**config.mk**
```make
export PLATFORM = sky130hd
export DESIGN_NAME = gshare_predictor_flat
export DESIGN_NICKNAME = d
export VERILOG_FILES = /design/src/rtl/gshare_predictor_if.sv /design/src/rtl/gshare_predictor.sv /design/src/flat_wrapper.sv
export SDC_FILE = /design/constraint.sdc
export NUM_CORES = 1
export LEC_CHECK = 0
export ABC_AREA = 0
export CAP_MARGIN = 20
export CELL_PAD_IN_SITES_DETAIL_PLACEMENT = 1
export CELL_PAD_IN_SITES_GLOBAL_PLACEMENT = 1
export CORE_MARGIN = 2
export CORE_UTILIZATION = 50
export CTS_CLUSTER_DIAMETER = 200
export DETAILED_ROUTE_END_ITERATION = 8
export PLACE_DENSITY = 0.95
export SLEW_MARGIN = 10
export SYNTH_ARGS = -nofsm -noshare
export SYNTH_HDL_FRONTEND = slang
export SYNTH_SLANG_ARGS = --single-unit
```
**constraint.sdc**
```tcl
create_clock -name clk -period 9.59 [get_ports clk]
set_input_delay 1.4385 -clock clk [delete_from_list [all_inputs] [get_ports clk]]
set_output_delay 1.4385 -clock clk [all_outputs]
set_load 0.05 [all_outputs]
```
**src/rtl/gshare_predictor_if.sv**
```systemverilog
// Request/prediction/resolve bundle for gshare_predictor.
//   master : fetch/execute side; drives req_valid, req_pc, res_valid, res_taken.
//   slave  : predictor side; drives req_ready, pred_valid, pred_taken, mispredict,
//            orphan, pending, ghr.
// DEPTH and HIST_W must match the predictor instance so that the pending and ghr
// widths agree.
interface gshare_predictor_if #(
  parameter int unsigned PC_W   = 8,
  parameter int unsigned DEPTH  = 4,
  parameter int unsigned HIST_W = 0
);
  localparam int unsigned PendW = $clog2(DEPTH + 1);
  localparam int unsigned GhrW  = (HIST_W > 0) ? HIST_W : 1;

  logic             req_valid;
  logic [PC_W-1:0]  req_pc;
  logic             req_ready;
  logic             pred_valid;
  logic             pred_taken;
  logic             res_valid;
  logic             res_taken;
  logic             mispredict;
  logic             orphan;
  logic [PendW-1:0] pending;
  logic [GhrW-1:0]  ghr;

  modport master (
    output req_valid, req_pc, res_valid, res_taken,
    input  req_ready, pred_valid, pred_taken, mispredict, orphan, pending, ghr
  );

  modport slave (
    input  req_valid, req_pc, res_valid, res_taken,
    output req_ready, pred_valid, pred_taken, mispredict, orphan, pending, ghr
  );
endinterface

```
**src/rtl/gshare_predictor.sv**
```systemverilog
// gshare branch direction predictor.
//   clk   : rising-edge clock
//   rst_n : synchronous active-low reset
//   bus   : gshare_predictor_if.slave
//     req_valid/req_pc/req_ready : prediction request, accepted on valid && ready
//     pred_valid/pred_taken      : one-cycle prediction pulse, one cycle after accept
//     res_valid/res_taken        : outcome of the oldest unresolved prediction
//     mispredict                 : pulse when the resolved prediction was wrong
//     orphan                     : pulse when an outcome arrives with nothing pending
//     pending                    : number of unresolved predictions
//     ghr                        : committed global history (0 when HIST_W = 0)
// A table of saturating counters is indexed by pc ^ ghr. Every accepted prediction
// remembers its index and predicted direction in an in-order FIFO so the resolve
// can train the same counter and flag mispredictions.
module gshare_predictor #(
  parameter int unsigned PC_W   = 8,
  parameter int unsigned IDX_W  = 4,
  parameter int unsigned CNT_W  = 2,
  parameter int unsigned INIT   = (1 << CNT_W) - 1,
  parameter int unsigned HIST_W = 0,
  parameter int unsigned DEPTH  = 4
) (
  input logic               clk,
  input logic               rst_n,
  gshare_predictor_if.slave bus
);

  localparam int unsigned Entries = 1 << IDX_W;
  localparam int unsigned CntMax  = (1 << CNT_W) - 1;
  localparam int unsigned PendW   = $clog2(DEPTH + 1);
  localparam int unsigned PtrW    = (DEPTH > 1) ? $clog2(DEPTH) : 1;
  localparam int unsigned GhrW    = (HIST_W > 0) ? HIST_W : 1;

  // Counter table
  logic [CNT_W-1:0] cnt_q [Entries];
  logic [CNT_W-1:0] cnt_d [Entries];

  // In-flight FIFO
  logic [IDX_W-1:0] fifo_idx_q  [DEPTH];
  logic             fifo_pred_q [DEPTH];
  logic [PtrW-1:0]  rd_ptr_q, rd_ptr_d;
  logic [PtrW-1:0]  wr_ptr_q, wr_ptr_d;
  logic [PendW-1:0] count_q, count_d;

  // Global history and registered outputs
  logic [GhrW-1:0]  ghr_q, ghr_d;
  logic             pred_valid_q, pred_valid_d;
  logic             pred_taken_q, pred_taken_d;
  logic             mispredict_q, mispredict_d;
  logic             orphan_q, orphan_d;

  // Request-side datapath
  logic [IDX_W-1:0] hist_idx;
  logic [IDX_W-1:0] idx;
  logic             pred_bit;
  logic             req_ready;
  logic             accept;

  // Resolve-side datapath
  logic             have_head;
  logic             resolve;
  logic [IDX_W-1:0] head_idx;
  logic             head_pred;
  logic [CNT_W-1:0] head_cnt;

  function automatic logic [PtrW-1:0] ptr_inc(input logic [PtrW-1:0] p);
    if (p == PtrW'(DEPTH - 1)) begin
      return '0;
    end
    return p + 1'b1;
  endfunction

  // Only the low IDX_W pc bits take part in indexing.
  if (PC_W > IDX_W) begin : g_pc_unused
    logic unused_pc_hi;
    assign unused_pc_hi = ^bus.req_pc[PC_W-1:IDX_W];
  end

  // History is zero-extended into the index; bimodal mode ignores it entirely.
  assign hist_idx = (HIST_W == 0) ? '0 : IDX_W'(ghr_q);
  assign idx      = bus.req_pc[IDX_W-1:0] ^ hist_idx;
  assign pred_bit = cnt_q[idx][CNT_W-1];

  // Ready looks only at the registered count; a same-cycle resolve does not free a slot.
  assign req_ready = (count_q != PendW'(DEPTH));
  assign accept    = bus.req_valid & req_ready;

  assign have_head = (count_q != '0);
  assign resolve   = bus.res_valid & have_head;
  assign head_idx  = fifo_idx_q[rd_ptr_q];
  assign head_pred = fifo_pred_q[rd_ptr_q];
  assign head_cnt  = cnt_q[head_idx];

  // Counter training: saturate at both ends. The prediction above reads cnt_q, so a
  // same-cycle request on the trained index sees the pre-update value.
  always_comb begin
    cnt_d = cnt_q;
    if (resolve) begin
      if (bus.res_taken) begin
        if (head_cnt != CNT_W'(CntMax)) begin
          cnt_d[head_idx] = head_cnt + 1'b1;
        end
      end else if (head_cnt != '0) begin
        cnt_d[head_idx] = head_cnt - 1'b1;
      end
    end
  end

  // FIFO pointers and occupancy
  always_comb begin
    rd_ptr_d = rd_ptr_q;
    wr_ptr_d = wr_ptr_q;
    count_d  = count_q;
    if (accept) begin
      wr_ptr_d = ptr_inc(wr_ptr_q);
    end
    if (resolve) begin
      rd_ptr_d = ptr_inc(rd_ptr_q);
    end
    case ({accept, resolve})
      2'b10:   count_d = count_q + 1'b1;
      2'b01:   count_d = count_q - 1'b1;
      default: count_d = count_q;
    endcase
  end

  // Non-speculative history: shifts only on a real resolve, newest outcome in the LSB.
  always_comb begin
    ghr_d = ghr_q;
    if (HIST_W == 0) begin
      ghr_d = '0;
    end else if (resolve) begin
      ghr_d = GhrW'({ghr_q, bus.res_taken});
    end
  end

  always_comb begin
    pred_valid_d = accept;
    pred_taken_d = accept & pred_bit;
    mispredict_d = resolve & (head_pred ^ bus.res_taken);
    orphan_d     = bus.res_valid & ~have_head;
  end

  always_ff @(posedge clk) begin
    if (!rst_n) begin
      for (int i = 0; i < Entries; i++) begin
        cnt_q[i] <= CNT_W'(INIT);
      end
      rd_ptr_q     <= '0;
      wr_ptr_q     <= '0;
      count_q      <= '0;
      ghr_q        <= '0;
      pred_valid_q <= 1'b0;
      pred_taken_q <= 1'b0;
      mispredict_q <= 1'b0;
      orphan_q     <= 1'b0;
    end else begin
      cnt_q        <= cnt_d;
      rd_ptr_q     <= rd_ptr_d;
      wr_ptr_q     <= wr_ptr_d;
      count_q      <= count_d;
      ghr_q        <= ghr_d;
      pred_valid_q <= pred_valid_d;
      pred_taken_q <= pred_taken_d;
      mispredict_q <= mispredict_d;
      orphan_q     <= orphan_d;
    end
  end

  // FIFO payload needs no reset: entries are only read while counted as pending.
  always_ff @(posedge clk) begin
    if (rst_n && accept) begin
      fifo_idx_q[wr_ptr_q]  <= idx;
      fifo_pred_q[wr_ptr_q] <= pred_bit;
    end
  end

  assign bus.req_ready  = req_ready;
  assign bus.pred_valid = pred_valid_q;
  assign bus.pred_taken = pred_taken_q;
  assign bus.mispredict = mispredict_q;
  assign bus.orphan     = orphan_q;
  assign bus.pending    = count_q;
  assign bus.ghr        = ghr_q;

endmodule

```
**src/flat_wrapper.sv**
```systemverilog
// flat-port wrapper written by rule: the top's interface ports become plain ports
module gshare_predictor_flat 
#(
  parameter int unsigned PC_W   = 8,
  parameter int unsigned IDX_W  = 4,
  parameter int unsigned CNT_W  = 2,
  parameter int unsigned INIT   = (1 << CNT_W) - 1,
  parameter int unsigned HIST_W = 0,
  parameter int unsigned DEPTH  = 4
)
  (clk, rst_n, bus_req_valid, bus_req_pc, bus_res_valid, bus_res_taken, bus_req_ready, bus_pred_valid, bus_pred_taken, bus_mispredict, bus_orphan, bus_pending, bus_ghr);
  gshare_predictor_if #(.PC_W(PC_W), .DEPTH(DEPTH), .HIST_W(HIST_W)) bus_i ();
  input logic clk;
  input logic rst_n;
  input wire logic [$bits(bus_i.req_valid)-1:0] bus_req_valid;
  input wire logic [$bits(bus_i.req_pc)-1:0] bus_req_pc;
  input wire logic [$bits(bus_i.res_valid)-1:0] bus_res_valid;
  input wire logic [$bits(bus_i.res_taken)-1:0] bus_res_taken;
  output wire logic [$bits(bus_i.req_ready)-1:0] bus_req_ready;
  output wire logic [$bits(bus_i.pred_valid)-1:0] bus_pred_valid;
  output wire logic [$bits(bus_i.pred_taken)-1:0] bus_pred_taken;
  output wire logic [$bits(bus_i.mispredict)-1:0] bus_mispredict;
  output wire logic [$bits(bus_i.orphan)-1:0] bus_orphan;
  output wire logic [$bits(bus_i.pending)-1:0] bus_pending;
  output wire logic [$bits(bus_i.ghr)-1:0] bus_ghr;
  assign bus_i.req_valid = bus_req_valid;
  assign bus_i.req_pc = bus_req_pc;
  assign bus_i.res_valid = bus_res_valid;
  assign bus_i.res_taken = bus_res_taken;
  assign bus_req_ready = bus_i.req_ready;
  assign bus_pred_valid = bus_i.pred_valid;
  assign bus_pred_taken = bus_i.pred_taken;
  assign bus_mispredict = bus_i.mispredict;
  assign bus_orphan = bus_i.orphan;
  assign bus_pending = bus_i.pending;
  assign bus_ghr = bus_i.ghr;
  gshare_predictor #(.PC_W(PC_W), .IDX_W(IDX_W), .CNT_W(CNT_W), .INIT(INIT), .HIST_W(HIST_W), .DEPTH(DEPTH)) u_core (.clk(clk), .rst_n(rst_n), .bus(bus_i));
endmodule
```
== Word-level counts from Yosys, hierarchy flattened ==
Memories as Yosys holds them, arrays and structs flattened. A register that Yosys moved wholly into a read port is not among the register bits.
Index checks and enable logic that the tools add are counted.
Widths: inputs -> output; s select.
Word-level totals
  output and inout port bits: 9
  word-level logic and storage cells: 85
  bits in registers: 43
  RAM bits: 20
  input bits: 13
  memories kept: 2
Operators by class
  muxes and demuxes: 28
  reductions and logical operators: 7
  bitwise logic cells: 9
  $lt $le $gt $ge: 3
  eq/ne operators: 7
  $add $sub $neg: 6
Memory list
  u_core.fifo_idx_q: words 4, width 4, read ports 1, clocked after memory_dff 1, write ports 1, line gshare_predictor.sv:39  | logic [IDX_W-1:0] fifo_idx_q [DEPTH];
  u_core.fifo_pred_q: words 4, width 1, read ports 1, clocked after memory_dff 1, write ports 1, line gshare_predictor.sv:40  | logic fifo_pred_q [DEPTH];
Operators with widths (count)
  $mux 32: 3
  $bwmux 32: 2
  $mux 2: 13
  $bmux 2 s4: 2
  $ge 5x5->1 const B: 2
  $not 4->5: 2
  $demux 2 s4: 1
  $add 2x1->2 const B: 3
  $eq 2x2->1 const B: 3
  $mux 1: 6
  $pmux 3 s2: 1
  $reduce_bool 2->1: 3
  $and 1x1->1: 5
  $lt 5x1->1 const B: 1
  $add 3x1->3 const B: 1
  $ne 3x3->1 const B: 1
  $reduce_and 3->1: 1
  $reduce_bool 3->1: 1
  $sub 3x1->3 const B: 1
  $eq 2x1->1 const B: 1
  $logic_and 1x1->1: 2
  $ne 2x1->1 const B: 1
  $ne 2x2->1 const B: 1
  $sub 2x1->2 const B: 1
  other kinds (2): 2

== Depth between registers and ports, before layout ==
  depth in word-level cells: 8
  mapped depth: 15

== Least setup slack after synthesis ==
OpenSTA, ideal clock, no wires.
  path kind: flip-flop to flip-flop
  from: reg (tool-made name)
  to: reg (tool-made name)
  path buffers: 2
  period minus slack after synthesis: 3.464 ns
  data required time: 9.461 ns
  cell stages (with the launch flop): 14
  path slack: 6.126 ns
  setup time: 0.129 ns
  arrival time: 3.335 ns
  cells stage by stage: dfxtp_1 > buf_6 > mux4_2 > buf_6 > mux2i_1 > mux2_4 > nor2_1 > or4_4 > ha_1 > mux2i_1 > nand4b_2 > or2_1 > mux2i_1 > nand2_1

==> run summary <==
The flow ran to the end, and the final reports show no timing, DRC or antenna violations. Among the stages of the critical path, the cell type that occurs most often is mux2i_1. The number of antenna diodes in the final layout is 0. The slew at the pin with the worst max-slew slack works out to 0.9020 ns.

At the end of routability-driven placement, the weighted congestion stood at 0.7564. Entering global routing, the biggest net connects 43 pins. The region available for standard cell placement spans 5991 um2.

The most common cell in the synthesized netlist is dfxtp_1. The count of nets left with antenna violations once routing finished came out at 0. In this run the power density over the cells is 250.6 nW/um2. The share of power burned in the clock network was 32.5%.

Number of search-and-repair iterations in the first detailed-routing pass: 4. The worst slew slack as a fraction of its limit is 39.35%, and the hold violation count in the final report is 0. In this run the horizontal extent of the chip is 83.02 um.

The final worst slack came out at 5.094 ns. After synthesis, flip-flops and latches occupy 48.10% of the total area. The biggest area contributor in the post-synthesis netlist is dfxtp_1. The cell with the largest stage delay on the worst path was mux4_2. From bottom edge to top edge, the die measures 83.02 um. In this design, the stage delay of the slowest critical-path cell is 0.88 ns.

The internal power of the cells totals 0.5773 mW. In this run the core area contains 28 standard-cell rows. The average wire per cell in the routed design came out at 21.09 um.

For this configuration, the core starts out at a cell density of 52.11%. The tools report the final routed DRC violation total as 0. Detailed placement finished with a half-perimeter wire length of 5316 um.

The largest buffer count on any clock path was 2; the fraction of final layout cells sized beyond drive strength 1 was 12.17%. Clock-pin slew was measured on the worst setup and hold paths at 0.07 ns. The post-detailed-route via-to-cell ratio is 5.910, and the worst IR drop on VDD is 127.5 uV.

The detailed-route wire length is 7994 um, and the part of the cycle the worst path needs is 46.89%. The design draws 0.8890 mW. For the number of instances resized during post-cts repair, the log shows 0.

For this block, the initial DRC count from the detailed router was 116. The endpoint arrival time on the critical path is 4.71 ns. For the final-layout fill cell count, the log shows 634. Sorting the synthesized cells by area gives the leading types as dfxtp_1 29%, edfxtp_1 19%, mux2i_1 12%. The worst slack at placement is 5.103 ns, and the fraction of registers with async set/reset is 0%.

The area growth from synthesis to layout is 13.63%. For the clock network latency to the later pin of the worst-skew pair, the log shows 0.35 ns. In this run, the combinational gates consume 30.6% of the power.

After global routing the overflow that remains totals 0. The reported net switching power came out at 0.3116 mW. The buffers plus inverters on the worst setup path came out at 0. Setup total negative slack on the finished layout was measured at 0 ns. The worst setup path is launched from a flip-flop.

Among all flip-flop cells after synthesis, the most frequent one is dfxtp_1. In this run the post-CTS setup repair buffer count came out at 0. During synthesis, Yosys emitted a total of 0 warnings.

The logs give 22 for the number of top-level pins and 42 for the count of distinct cell types in the synthesized netlist. The root buffer cell is clkbuf_8. Port buffering added 16 buffers. Clock tree synthesis inserted a total of 9 buffers. Summed over all cells, the static leakage comes to 1.363 nW.

TritonCTS built the clock tree. Of all nets on the critical path, the largest fanout is 20. Counting flops with a built-in enable in the synthesized netlist gives 20.

The final route contains 2240 vias. The number of nets handed over by synthesis was 308. The tools report the net total in the final layout as 321. The setup path with the least slack is of type reg2reg. The worst setup path is captured at a flip-flop. The top cell type's share of synthesized area was 28.86%; the netlist area before placement was 3122 um2.

The first-pass GRT wire length was 12920 um. The worst hold path belongs to the class reg2reg. The cell count after synthesis came out at 286. The tools report the top achievable clock speed as 222.4 MHz. Net switching is 35.06% of the power. Summing all multi-input logic gate instances after layout gives 1508 um2. The worst path in the final design needs a cycle of 4.496 ns, including I/O delays and setup.

Counting instances in the post-synthesis netlist gives the leading cell types as 45 x dfxtp_1, 37 x nand2_1, 36 x mux2i_1, 21 x nand3_1, 20 x edfxtp_1. The via count of the first global-routing pass is 2366. STA puts the critical path data required time at 9.80 ns. The tool flagged a number of max-cap violations equal to 0. Registers are responsible for 37.0% of the overall power.

Number of hold buffers added after CTS: 0. After synthesis the netlist holds a flip-flop and latch count of 65. Setup repair after global routing left no endpoint under its margin.

Registers take 1501 um2. The number of levels the H-tree was split into was 3. Broken down by cell family, the worst path's largest delay share belongs to multiplexers. Global routing used 24.73% of the available tracks. The number of clock sinks seen by CTS is 65, and the max-slew violation total from the final report is 0. The synthesized area divided by synthesized cell count works out to 10.92 um2. The floorplan step defined a die boundary enclosing 6891 um2. The number of antenna violations at the first check in global routing came out at 0.

Traced cell by cell, the critical path runs through mux4_2, mux2i_1, mux2_4, nor2_1, or4_4, ha_1, mux2i_1, nand4_1, o21ai_0, nand3_1. For the number of failing setup endpoints in the final timing report, the log shows 0. For the final database, setup skew stands at 0.009225 ns.
## routing by layer
layer	global-route usage [%]	vias to the layer above	wire length [um]	part of all wire [%]
met4	9.240	0	72	0.90
li1	-	1034	-	-
met3	5.865	8	283	3.5
met5	0	-	0	0
met2	43.40	56	4289	54
met1	29.33	1142	3349	42
## worst reg2reg max path, delay by kind of cell, from the launching register on
| family | cells | cell delay [ns] |
|---|---|---|
| AO/OA/AOI/OAI | 1 | 0.43 |
| adder cells (fa/ha/maj) | 1 | 0.22 |
| flip-flops | 1 | 0.52 |
| multiplexers | 4 | 1.83 |
| AND/OR/NAND/NOR | 4 | 1.36 |
## final timing paths
check	start	to	slack [ns]	cells after the start
worst min-delay path	flip-flop	flip-flop	0.49	2
worst min register to register	flip-flop	flip-flop	0.49	2
worst max register to register	flip-flop	u_core.cnt_q[25]	5.09	10
worst max-delay path	flip-flop	u_core.cnt_q[25]	5.09	10
## placed cells by master, fill, tap and decap left out, drive strengths merged, types with 7 or more instances in the layout
master,netlist,routed
and2,8,8
clkbuf,9,9
clkdlybuf4s50,0,16
dfxtp,45,45
edfxtp,20,20
ha,8,8
inv,7,7
mux2i,36,36
mux4,10,10
nand2,37,37
nand3,21,21
nor2,16,16
o21ai,22,22
## cell type report
type	instances	area share (%)
clock inverter	7	3.351
multi-input combinational	198	42.50
timing repair buffer	18	4.938
inverter	7	0.7407
clock buffer	9	3.492
sequential	65	42.33
tap	75	2.646
## power by group through the flow
| stage | logic, mW | registers, mW | clock network, mW |
|---|---|---|---|
| 2_1_floorplan | 0.177 | 0.352 | 0 |
| 3_3_place_gp | 0.248 | 0.332 | 0 |
| 3_5_place_dp | 0.267 | 0.334 | 0 |
| 4_1_cts | 0.274 | 0.329 | 0.292 |
| 5_1_grt | 0.291 | 0.331 | 0.304 |
| 6_report | 0.272 | 0.329 | 0.289 |
## metrics by stage
| stage | cell area (um2) | utilization (%) | cells | hold WS (ns) |
|---|---|---|---|---|
| floorplan | 3122 | - | 286 | 0.4408 |
| global placement | 3304 | 55.16 | 363 | 0.4571 |
| detailed placement | 3304 | 55.16 | 363 | 0.4650 |
| CTS | 3547 | 59.21 | 379 | 0.4889 |
| global route | 3547 | 59.21 | 379 | 0.5158 |
| finish | 3547 | 59.21 | 379 | 0.4883 |
## cells by family (layout without fill, tap and decap cells)
family	count (synthesis)	count (layout)	synth area share [%]
AO/OA/AOI/OAI	27	27	4.649
XOR/XNOR	4	4	1.122
adder cells (fa/ha/maj)	9	9	3.848
buffers and inverters	23	41	3.607
flip-flops	65	65	48.10
multiplexers	51	51	20.68
other	1	1	0.1201
AND/OR/NAND/NOR	106	106	17.88
Power figures use the tool's default switching activity.
